===== config.mk =====
export PLATFORM = sky130hd
export DESIGN_NAME = sdram_arbiter
export DESIGN_NICKNAME = d
export VERILOG_FILES = /design/src/rtl/sdram_arbiter.sv
export SDC_FILE = /design/constraint.sdc
export NUM_CORES = 1
export LEC_CHECK = 0
export BUFFER_PORTS_ARGS = -buffer_cell sky130_fd_sc_hd__clkbuf_2
export CORE_ASPECT_RATIO = 1.4
export CORE_UTILIZATION = 30
export CTS_CLUSTER_SIZE = 12
export DETAILED_ROUTE_END_ITERATION = 10
export SYNTH_ARGS = -nofsm -noshare
export SYNTH_HDL_FRONTEND = slang
export SYNTH_SLANG_ARGS = --single-unit
export TNS_END_PERCENT = 5

===== constraint.sdc =====
create_clock -name clk -period 4.6 [get_ports clk]
set_clock_uncertainty 0.2 [all_clocks]
set_input_delay 0.23 -clock clk [delete_from_list [all_inputs] [get_ports clk]]
set_output_delay 0.23 -clock clk [all_outputs]
set_load 0.05 [all_outputs]

===== src/rtl/sdram_arbiter.sv =====
// Shares one SDRAMController command port between requesters A and B using round-robin
// grants with a burst cap; an in-order tag FIFO steers returning read data to its issuer.
module sdram_arbiter #(
  parameter int AddrWidth = 25,
  parameter int DataWidth = 16,
  parameter int MaxBurst  = 16,
  parameter int ReadDepth = 8
) (
  input  logic                 clk,
  input  logic                 rst_,
  input  logic                 a_cmdTrigger,
  input  logic [AddrWidth-1:0] a_cmdAddr,
  input  logic                 a_cmdWrite,
  input  logic [DataWidth-1:0] a_cmdWriteData,
  output logic                 a_cmdReady,
  output logic [DataWidth-1:0] a_cmdReadData,
  output logic                 a_cmdReadDataValid,
  input  logic                 b_cmdTrigger,
  input  logic [AddrWidth-1:0] b_cmdAddr,
  input  logic                 b_cmdWrite,
  input  logic [DataWidth-1:0] b_cmdWriteData,
  output logic                 b_cmdReady,
  output logic [DataWidth-1:0] b_cmdReadData,
  output logic                 b_cmdReadDataValid,
  output logic                 ram_cmdTrigger,
  output logic [AddrWidth-1:0] ram_cmdAddr,
  output logic                 ram_cmdWrite,
  output logic [DataWidth-1:0] ram_cmdWriteData,
  input  logic                 ram_cmdReady,
  input  logic [DataWidth-1:0] ram_cmdReadData,
  input  logic                 ram_cmdReadDataValid,
  output logic                 err
);

  localparam logic [1:0] IDLE  = 2'd0;
  localparam logic [1:0] GNT_A = 2'd1;
  localparam logic [1:0] GNT_B = 2'd2;

  localparam int PtrW   = (ReadDepth > 1) ? $clog2(ReadDepth) : 1;
  localparam int CntW   = PtrW + 1;
  localparam int BurstW = $clog2(MaxBurst + 1);

  logic [1:0]             state_q, state_d;
  logic [BurstW-1:0]      burst_q, burst_d;
  logic [(1<<PtrW)-1:0]   tag_q;
  logic [PtrW-1:0]        wr_ptr_q, rd_ptr_q;
  logic [CntW-1:0]        cnt_q, cnt_d;
  logic                   err_q;

  logic gnt_a, gnt_b, sel_trig, sel_write;
  logic fifo_full, fifo_empty, rd_block;
  logic accept, push, pop, head_tag, burst_done;

  assign gnt_a      = (state_q == GNT_A);
  assign gnt_b      = (state_q == GNT_B);
  assign sel_trig   = (gnt_a & a_cmdTrigger) | (gnt_b & b_cmdTrigger);
  assign sel_write  = (gnt_a & a_cmdWrite) | (gnt_b & b_cmdWrite);
  assign fifo_full  = (cnt_q == CntW'(ReadDepth));
  assign fifo_empty = (cnt_q == '0);

  // A read with nowhere to park its tag is held off; writes never need a tag.
  assign rd_block = (gnt_a | gnt_b) & ~sel_write & fifo_full;

  assign ram_cmdTrigger   = sel_trig & ~rd_block;
  assign ram_cmdWrite     = sel_write;
  assign ram_cmdAddr      = gnt_a ? a_cmdAddr : (gnt_b ? b_cmdAddr : '0);
  assign ram_cmdWriteData = gnt_a ? a_cmdWriteData : (gnt_b ? b_cmdWriteData : '0);

  assign a_cmdReady = ram_cmdReady & gnt_a & ~rd_block;
  assign b_cmdReady = ram_cmdReady & gnt_b & ~rd_block;

  assign accept     = ram_cmdTrigger & ram_cmdReady;
  assign push       = accept & ~sel_write;
  assign pop        = ram_cmdReadDataValid & ~fifo_empty;
  assign head_tag   = tag_q[rd_ptr_q];
  assign burst_done = accept & (burst_q >= BurstW'(MaxBurst - 1));

  assign a_cmdReadData      = ram_cmdReadData;
  assign b_cmdReadData      = ram_cmdReadData;
  assign a_cmdReadDataValid = pop & ~head_tag;
  assign b_cmdReadDataValid = pop & head_tag;
  assign err                = err_q;

  always_comb begin
    state_d = state_q;
    case (state_q)
      IDLE: begin
        if (a_cmdTrigger)      state_d = GNT_A;
        else if (b_cmdTrigger) state_d = GNT_B;
      end
      GNT_A: begin
        if (!a_cmdTrigger)                   state_d = b_cmdTrigger ? GNT_B : IDLE;
        else if (burst_done && b_cmdTrigger) state_d = GNT_B;
      end
      GNT_B: begin
        if (!b_cmdTrigger)                   state_d = a_cmdTrigger ? GNT_A : IDLE;
        else if (burst_done && a_cmdTrigger) state_d = GNT_A;
      end
      default: state_d = IDLE;
    endcase
  end

  always_comb begin
    burst_d = burst_q;
    if (state_d != state_q)
      burst_d = '0;
    else if (accept && (burst_q != BurstW'(MaxBurst)))
      burst_d = burst_q + BurstW'(1);
  end

  always_comb begin
    cnt_d = cnt_q;
    case ({push, pop})
      2'b10:   cnt_d = cnt_q + CntW'(1);
      2'b01:   cnt_d = cnt_q - CntW'(1);
      default: cnt_d = cnt_q;
    endcase
  end

  always_ff @(posedge clk or negedge rst_) begin
    if (!rst_) begin
      state_q  <= IDLE;
      burst_q  <= '0;
      tag_q    <= '0;
      wr_ptr_q <= '0;
      rd_ptr_q <= '0;
      cnt_q    <= '0;
      err_q    <= 1'b0;
    end else begin
      state_q <= state_d;
      burst_q <= burst_d;
      cnt_q   <= cnt_d;
      if (push) begin
        tag_q[wr_ptr_q] <= gnt_b;
        wr_ptr_q        <= wr_ptr_q + PtrW'(1);
      end
      if (pop)
        rd_ptr_q <= rd_ptr_q + PtrW'(1);
      // Data arriving with no tag outstanding has no owner: drop it and flag.
      if (ram_cmdReadDataValid && fifo_empty)
        err_q <= 1'b1;
    end
  end

endmodule


==> results.txt, run 1 <==
synthesized net count = 372
vias in the first global route = 2,182
sequential fraction of the synthesis area = 27.6%
CP max FO = 17
Worst VDD drop = 0.371 mV
Max-Cap Viols = 0
setup TNS after final layout = 0 ns
Longest Clk Path Bufs = 2
unrepaired setup endpoints after global routing = no
number of remaining DRC errors = 0
first-pass GRT wire length = 10,800 um
overall routed net length = 6890 um
shortest clock period the worst path allows after layout = 3.33 ns
net count reported at finish = 471
post-synthesis sequential element count = 26
Vert. Die Dim = 107 um
capture point of the worst reg-to-reg path = cnt_q[3]
count of buffers inserted at the top-level ports = 137
post-synthesis area per instance = 9.35 sq um
instance count of the mapped netlist = 252
fin. max-slew vios = 0
root buffer cell = clkbuf_8
flop-to-flop setup slack = 1.27 ns
endpoint class of the critical path = flip-flop
final worst hold slack = 0.126 ns
initial antenna violation count = 0
fraction of registers with async set/reset = 100%
Worst Hold Path EP = wr_ptr_q[2]
count of synthesis-stage warnings from yosys = 0
slew of the pin with the lowest slew margin = 0.674 ns
number of nets with antenna violations after detailed routing = 0
I/O pin total = 186
HPWL Detailed = 5720 um
TritonCTS clock tree = yes
status = complete, no violations
post-CTS resize count = 0
number of iterations in the first detailed-routing pass = 4
standby leakage power = 1.55 nW
Peak Freq = 0.300 GHz
Critical Path Start Type = flip-flop
EDFF count, synth = 0
global-route usage over all layers = 16.8%
detailed-route via count = 2,261
overall die area = 8220 sq um
tightest slew margin relative to the limit = 55.1%
global-route congestion overflow total = 0
stage delay of the slowest cell on the critical path = 0.53 ns
pin count of the biggest net entering global routing = 47
biggest area consumer among synthesized cells = dfrtp_1
clock sink count = 26
instance count along the most critical hold path = 4
DRC violation total after the first TritonRoute iteration = 124
crit-path most repeated cell = ha_1
depth of the worst register-to-register path = 11
instance area after placement = 2880 sq um
area of the core = 7450 sq um
Antenna Diode Count = 0
required time of the worst setup path = 4.57 ns
FILL cells = 779
H-Tree Level Count = 1
number of hold-slack violations in the final timing report = 0
startpoint of the lowest-slack hold path = a_cmdWrite
clock-pin slew on the worst setup and hold paths = 0.10 ns
CP cell instances = inv_1 -> ha_1 -> a22o_1 -> o2111ai_2 -> ha_1 -> ha_1 -> a21o_1 -> a21oi_1 -> xnor2_1 -> nor2_1 -> xor2_1
routability cong. = 0.823
Die X = 76.9 um
final number of setup-violating endpoints = 0
beginning of the worst register-to-register path = state_q[0]
primary flip-flop cell chosen by synthesis mapping = dfrtp_1
class of the most critical hold timing path = in -> reg
floorplan row count = 37
synth top area cells = dfrtp_1 (28%), a22o_1 (16%), buf_4 (10%), ha_1 (6.9%), mux2_2 (2.9%)
mean routed wirelength per cell = 15.4 um
CP arrival = 3.31 ns
crit path kind = reg -> reg
setup repair bufs after CTS = 0
fraction of layout instances using a drive strength above 1 = 46.9%
area growth from synthesis to layout = 25.5%
total power consumption of the routed design = 0.00212 W
share of the synthesized area in the top cell type = 27.6%
Starting Density = 31.6%
timing startpoint of the critical path = state_q[0]
Distinct cells, synth = 46
Slowest cell on crit path = ha_1
vias per std cell = 5.06
latest clock arrival within the worst-skew pair = 0.28 ns
post-route fraction of the period consumed by the critical path = 72.5%
post-synth design cell area = 2360 sq um
final design area excluding fillers = 2960 sq um
number of clock buffers inserted by TritonCTS = 3
PwrDens = 717 nW/um^2
what timing repair did:
| action | CTS | global route |
|---|---|---|
| endpoints found under the hold margin | 27 | 0 |
| hold buffers | 2 | 0 |
| setup endpoints to repair | 0 | 0 |
flip-flops by register name (all words and copies together) (netlist names):
signal    count
wr_ptr_q      3
rd_ptr_q      3
err           1
state_q       2
burst_q       5
cnt_q         4
tag_q         8
per-stage QoR:
stage                     util (%)  std cells  worst slack [ns]
final                         39.7        447              1.27
after global routing          39.7        447              1.01
after CTS                     39.7        447              1.25
after detailed placement      38.7        441              1.23
after global placement        38.7        441              1.35
after floorplan                  -        252              1.77
per-layer routing:
metal	GRT usage, %	vias to the layer above	part of all wire [%]
met4	4.53	0	1.2
met2	27.0	121	45
met1	23.1	1033	46
met5	0	-	0
li1	-	1093	-
met3	2.47	14	7.5
logic make-up (layout without fill, tap and decap cells):
kind of cell	Yosys count	count (layout)	share of synthesized area (%)
AOI/OAI and AO/OA	71	71	25.7
and+or+nand+nor	59	59	13.3
xor gates and xnor gates	11	11	4.09
muxes	13	13	7.12
adders and majority gates	14	14	7.75
buffers and inverters	58	156	14.4
DFF	26	26	27.6
worst max-delay path, delay by kind of cell (launching register included):
| kind | cells | cell delay (ns) |
|---|---|---|
| flip-flops | 1 | 0.48 |
| AND/OR/NAND/NOR | 1 | 0.06 |
| XOR/XNOR | 2 | 0.27 |
| AO/OA/AOI/OAI | 4 | 0.91 |
| buffers and inverters | 1 | 0.17 |
| adder cells (fa/ha/maj) | 3 | 1.13 |
final cells by class:
class                   count  area (sq um)  share of cell area, %
repair buffers            141           721                   24.4
multi-input cells         168          1370                   46.3
inverters                  11          41.3                   1.40
clock buffers               4          55.1                   1.86
well taps                  97           121                   4.10
flip-flops and latches     26           651                   22.0
where the power goes:
group | switching [W] | internal (W)
combinational | 0.00109 | 0.000465
sequential | 0.000107 | 0.000308
clock | 0.0000759 | 0.0000767
total | 0.00127 | 0.000850
cell usage in the layout, fill, tap and decap left out, types with 2 or more instances in the layout:
master and n:
and3_1 3, mux2_1 4, a31o_2 2, dlygate4sd3_1 2
nor2_1 9, clkbuf_2 137, mux4_2 2, clkbuf_8 4
nand3b_1 5, a22o_1 42, nand3_1 8, inv_1 10
nor4_1 7, mux2_2 6, nand2_1 15, ha_1 13
xnor2_1 7, dfrtp_1 26, buf_4 2, a21o_1 2
nand4_1 3, and2_1 2, o21ai_0 7, a21oi_1 5
xor2_1 4
synthesized netlist by cell type (2+ instances only):
library cell / n
buf_2: 2
inv_1: 10
nand2_1: 15
a21oi_1: 5
ha_1: 13
a22o_1: 42
and2_1: 2
nor2b_1: 2
a31o_2: 2
mux2_1: 4
nand3b_1: 5
mux2_2: 6
buf_4: 32
dfrtp_1: 26
mux4_2: 2
and3_1: 3
nor2_1: 9
xor2_1: 4
clkbuf_1: 13
xnor2_1: 7
o21ai_0: 7
nand4_1: 3
nand3_1: 8
a21o_1: 2
nor4_1: 7
worst max-delay path by stage:
stage / to / depth (start not counted)
floorplan: cnt_q[3] / 11
global placement: cnt_q[3] / 11
detailed placement: cnt_q[3] / 11
CTS: cnt_q[3] / 11
global route: cnt_q[3] / 11
finish: cnt_q[3] / 11
No activity file was read; power rests on OpenSTA's default activity.
==> run 2: changes to the inputs <==
--- a/config.mk
+++ b/config.mk
@@ -10,6 +10,7 @@
 export CORE_UTILIZATION = 30
 export CTS_CLUSTER_SIZE = 12
 export DETAILED_ROUTE_END_ITERATION = 10
+export PLACE_DENSITY = 0.66
 export SYNTH_ARGS = -nofsm -noshare
 export SYNTH_HDL_FRONTEND = slang
 export SYNTH_SLANG_ARGS = --single-unit
==> constraint.sdc (replaced) <==
create_clock -name clk -period 2.9 [get_ports clk]
set_clock_uncertainty 0.2 [all_clocks]
set_input_delay 0.145 -clock clk [delete_from_list [all_inputs] [get_ports clk]]
set_output_delay 0.145 -clock clk [all_outputs]
set_load 0.05 [all_outputs]
==> run 2 against run 1 <==
Effect of this change:
- critical path depth stayed put
- register-to-register slack lost 1.1 ns
- combinational power rose by 65%
- core utilization grew 0.99 points
- non-clock buffer count is 6 higher
- die area unchanged
- wire length is 3.6% higher
- via count increased by 1.2%
- sequential share of layout area shrank 0.54 points
- clock power up 97%
- critical endpoint unchanged
- largest cell class unchanged
- largest power group unchanged
==> results.txt, run 2 (same netlist as run 1, synthesis figures left out) <==
status = complete, no violations
stage delay of the slowest cell on the critical path = 0.40 ns
floorplan row count = 37
clock-pin slew on the worst setup and hold paths = 0.09 ns
Longest Clk Path Bufs = 2
number of clock buffers inserted by TritonCTS = 3
CP cell instances = inv_1 -> ha_1 -> a22o_1 -> o2111ai_2 -> ha_1 -> ha_1 -> a21o_1 -> a21oi_1 -> xnor2_1 -> nor2_1 -> xor2_1
H-Tree Level Count = 1
cell count after placement = 447
met3 usage in global routing = 3.74%
PwrDens = 1150 nW/um^2
Max-Cap Viols = 0
TritonCTS clock tree = yes
tightest slew margin relative to the limit = 56.2%
flip-flop count of the largest register after layout = 8
post-CTS resize count = 0
Peak Freq = 0.366 GHz
fin. max-slew vios = 0
HPWL Detailed = 6140 um
depth of the worst register-to-register path = 11
class of the most critical hold timing path = in -> reg
post-route fraction of the period consumed by the critical path = 94.3%
latest clock arrival within the worst-skew pair = 0.27 ns
final number of setup-violating endpoints = 0
detailed-route via count = 2,289
clock sink count = 26
initial antenna violation count = 0
Critical Path Start Type = flip-flop
endpoint class of the critical path = flip-flop
overall die area = 8220 sq um
global-route usage over all layers = 17.5%
shortest clock period the worst path allows after layout = 2.73 ns
count of non-filler cells in the finished layout = 453
number of remaining DRC errors = 0
net count reported at finish = 477
Top Registers = tag_q x8, burst_q x5, cnt_q x4
global-route congestion overflow total = 0
required time of the worst setup path = 2.86 ns
commonest non-fill, non-tap cell in the layout = clkbuf_2
crit path kind = reg -> reg
number of nets with antenna violations after detailed routing = 0
capture point of the worst reg-to-reg path = cnt_q[3]
post-layout util = 40.7%
I/O pin total = 186
vias in the first global route = 2,185
startpoint of the lowest-slack hold path = a_cmdWrite
instance count along the most critical hold path = 4
DRC violation total after the first TritonRoute iteration = 121
area of the core = 7450 sq um
met2 Resource Use GR = 27.8%
area growth from synthesis to layout = 28.6%
Vert. Die Dim = 107 um
final worst hold slack = 0.0398 ns
most frequent cells in the layout = clkbuf_2 (137), a22o_1 (42), dfrtp_1 (26), nand2_1 (15), ha_1 (13)
root buffer cell = clkbuf_8
vias per std cell = 5.05
standby leakage power = 1.59 nW
Starting Density = 31.6%
Slowest cell on crit path = dfrtp_1
number of iterations in the first detailed-routing pass = 4
slew of the pin with the lowest slew margin = 0.657 ns
number of hold-slack violations in the final timing report = 0
fraction of layout instances using a drive strength above 1 = 47.8%
pin count of the biggest net entering global routing = 41
setup TNS after final layout = 0 ns
most congested layer reported by global routing = met2
routability cong. = 0.906
mean routed wirelength per cell = 15.7 um
CP max FO = 5
global routing usage on met1 = 22.9%
Worst VDD drop = 0.572 mV
CP arrival = 2.70 ns
Worst Hold Path EP = wr_ptr_q[2]
first-pass GRT wire length = 11,000 um
beginning of the worst register-to-register path = state_q[1]
count of buffers inserted at the top-level ports = 137
flop-to-flop setup slack = 0.17 ns
Die X = 76.9 um
unrepaired setup endpoints after global routing = no
overall routed net length = 7130 um
top register by number of flip-flops = tag_q
crit-path most repeated cell = ha_1
Antenna Diode Count = 0
-- run 2: cell types whose count changed in the layout (fill, tap and decap cells not counted), sizes merged --
cell    change
clkbuf      -1
bufinv      +1
buf         +6
-- run 2: per-layer routing --
| layer | wire (um) | up-vias |
|---|---|---|
| li1 | - | 1107 |
| met1 | 2900 | 1015 |
| met2 | 3160 | 142 |
| met3 | 902 | 25 |
| met4 | 174 | 0 |
| met5 | 0 | - |
-- run 2: cell type report --
class	instances	area, sq um
fill	749	4420
multi-input combinational	168	1370
timing repair buffer	147	778
sequential	26	651
tap	97	121
clock buffer	3	41.3
inverter	11	41.3
clock inverter	1	30.0
-- run 2: through the flow --
step,instance area (sq um),total power (W),setup WS (ns)
2_1_floorplan,2360,0.00267,0.0708
3_3_place_gp,2940,0.00317,0.261
3_5_place_dp,2940,0.00320,0.199
4_1_cts,3030,0.00351,0.178
5_1_grt,3030,0.00371,0.0159
6_report,3030,0.00350,0.166
-- run 2: worst max path at each step --
stage	from	cells past startpoint	end	slack, ns
6_report	state_q[1]	11	cnt_q[3]	0.17
5_1_grt	state_q[1]	11	cnt_q[3]	0.02
4_1_cts	state_q[1]	11	cnt_q[3]	0.18
3_5_place_dp	state_q[1]	11	cnt_q[3]	0.20
3_3_place_gp	state_q[0]	11	cnt_q[3]	0.26
2_1_floorplan	state_q[0]	11	cnt_q[3]	0.07
-- run 2: critical path, delay by kind of cell (launching register included) --
family	cells	cell delay, ns
adders and majority gates	3	0.81
buffers and inverters	1	0.14
DFF	1	0.40
and+or+nand+nor	1	0.07
AOI/OAI and AO/OA	4	0.73
xor gates and xnor gates	2	0.28
-- run 2: report_power, final --
group,internal [W],switching (W),total (W),leakage (nW)
clock,0.000185,0.000117,0.000302,0.0357
combinational,0.000791,0.00177,0.00256,1.22
sequential,0.000489,0.000143,0.000632,0.334
-- run 2: timing repair --
item | in CTS | in global routing
buffers inserted | 0 | 0
hold endpoints to repair | 27 | 0
endpoints found under the setup margin | 0 | 0
hold buffers | 2 | 0
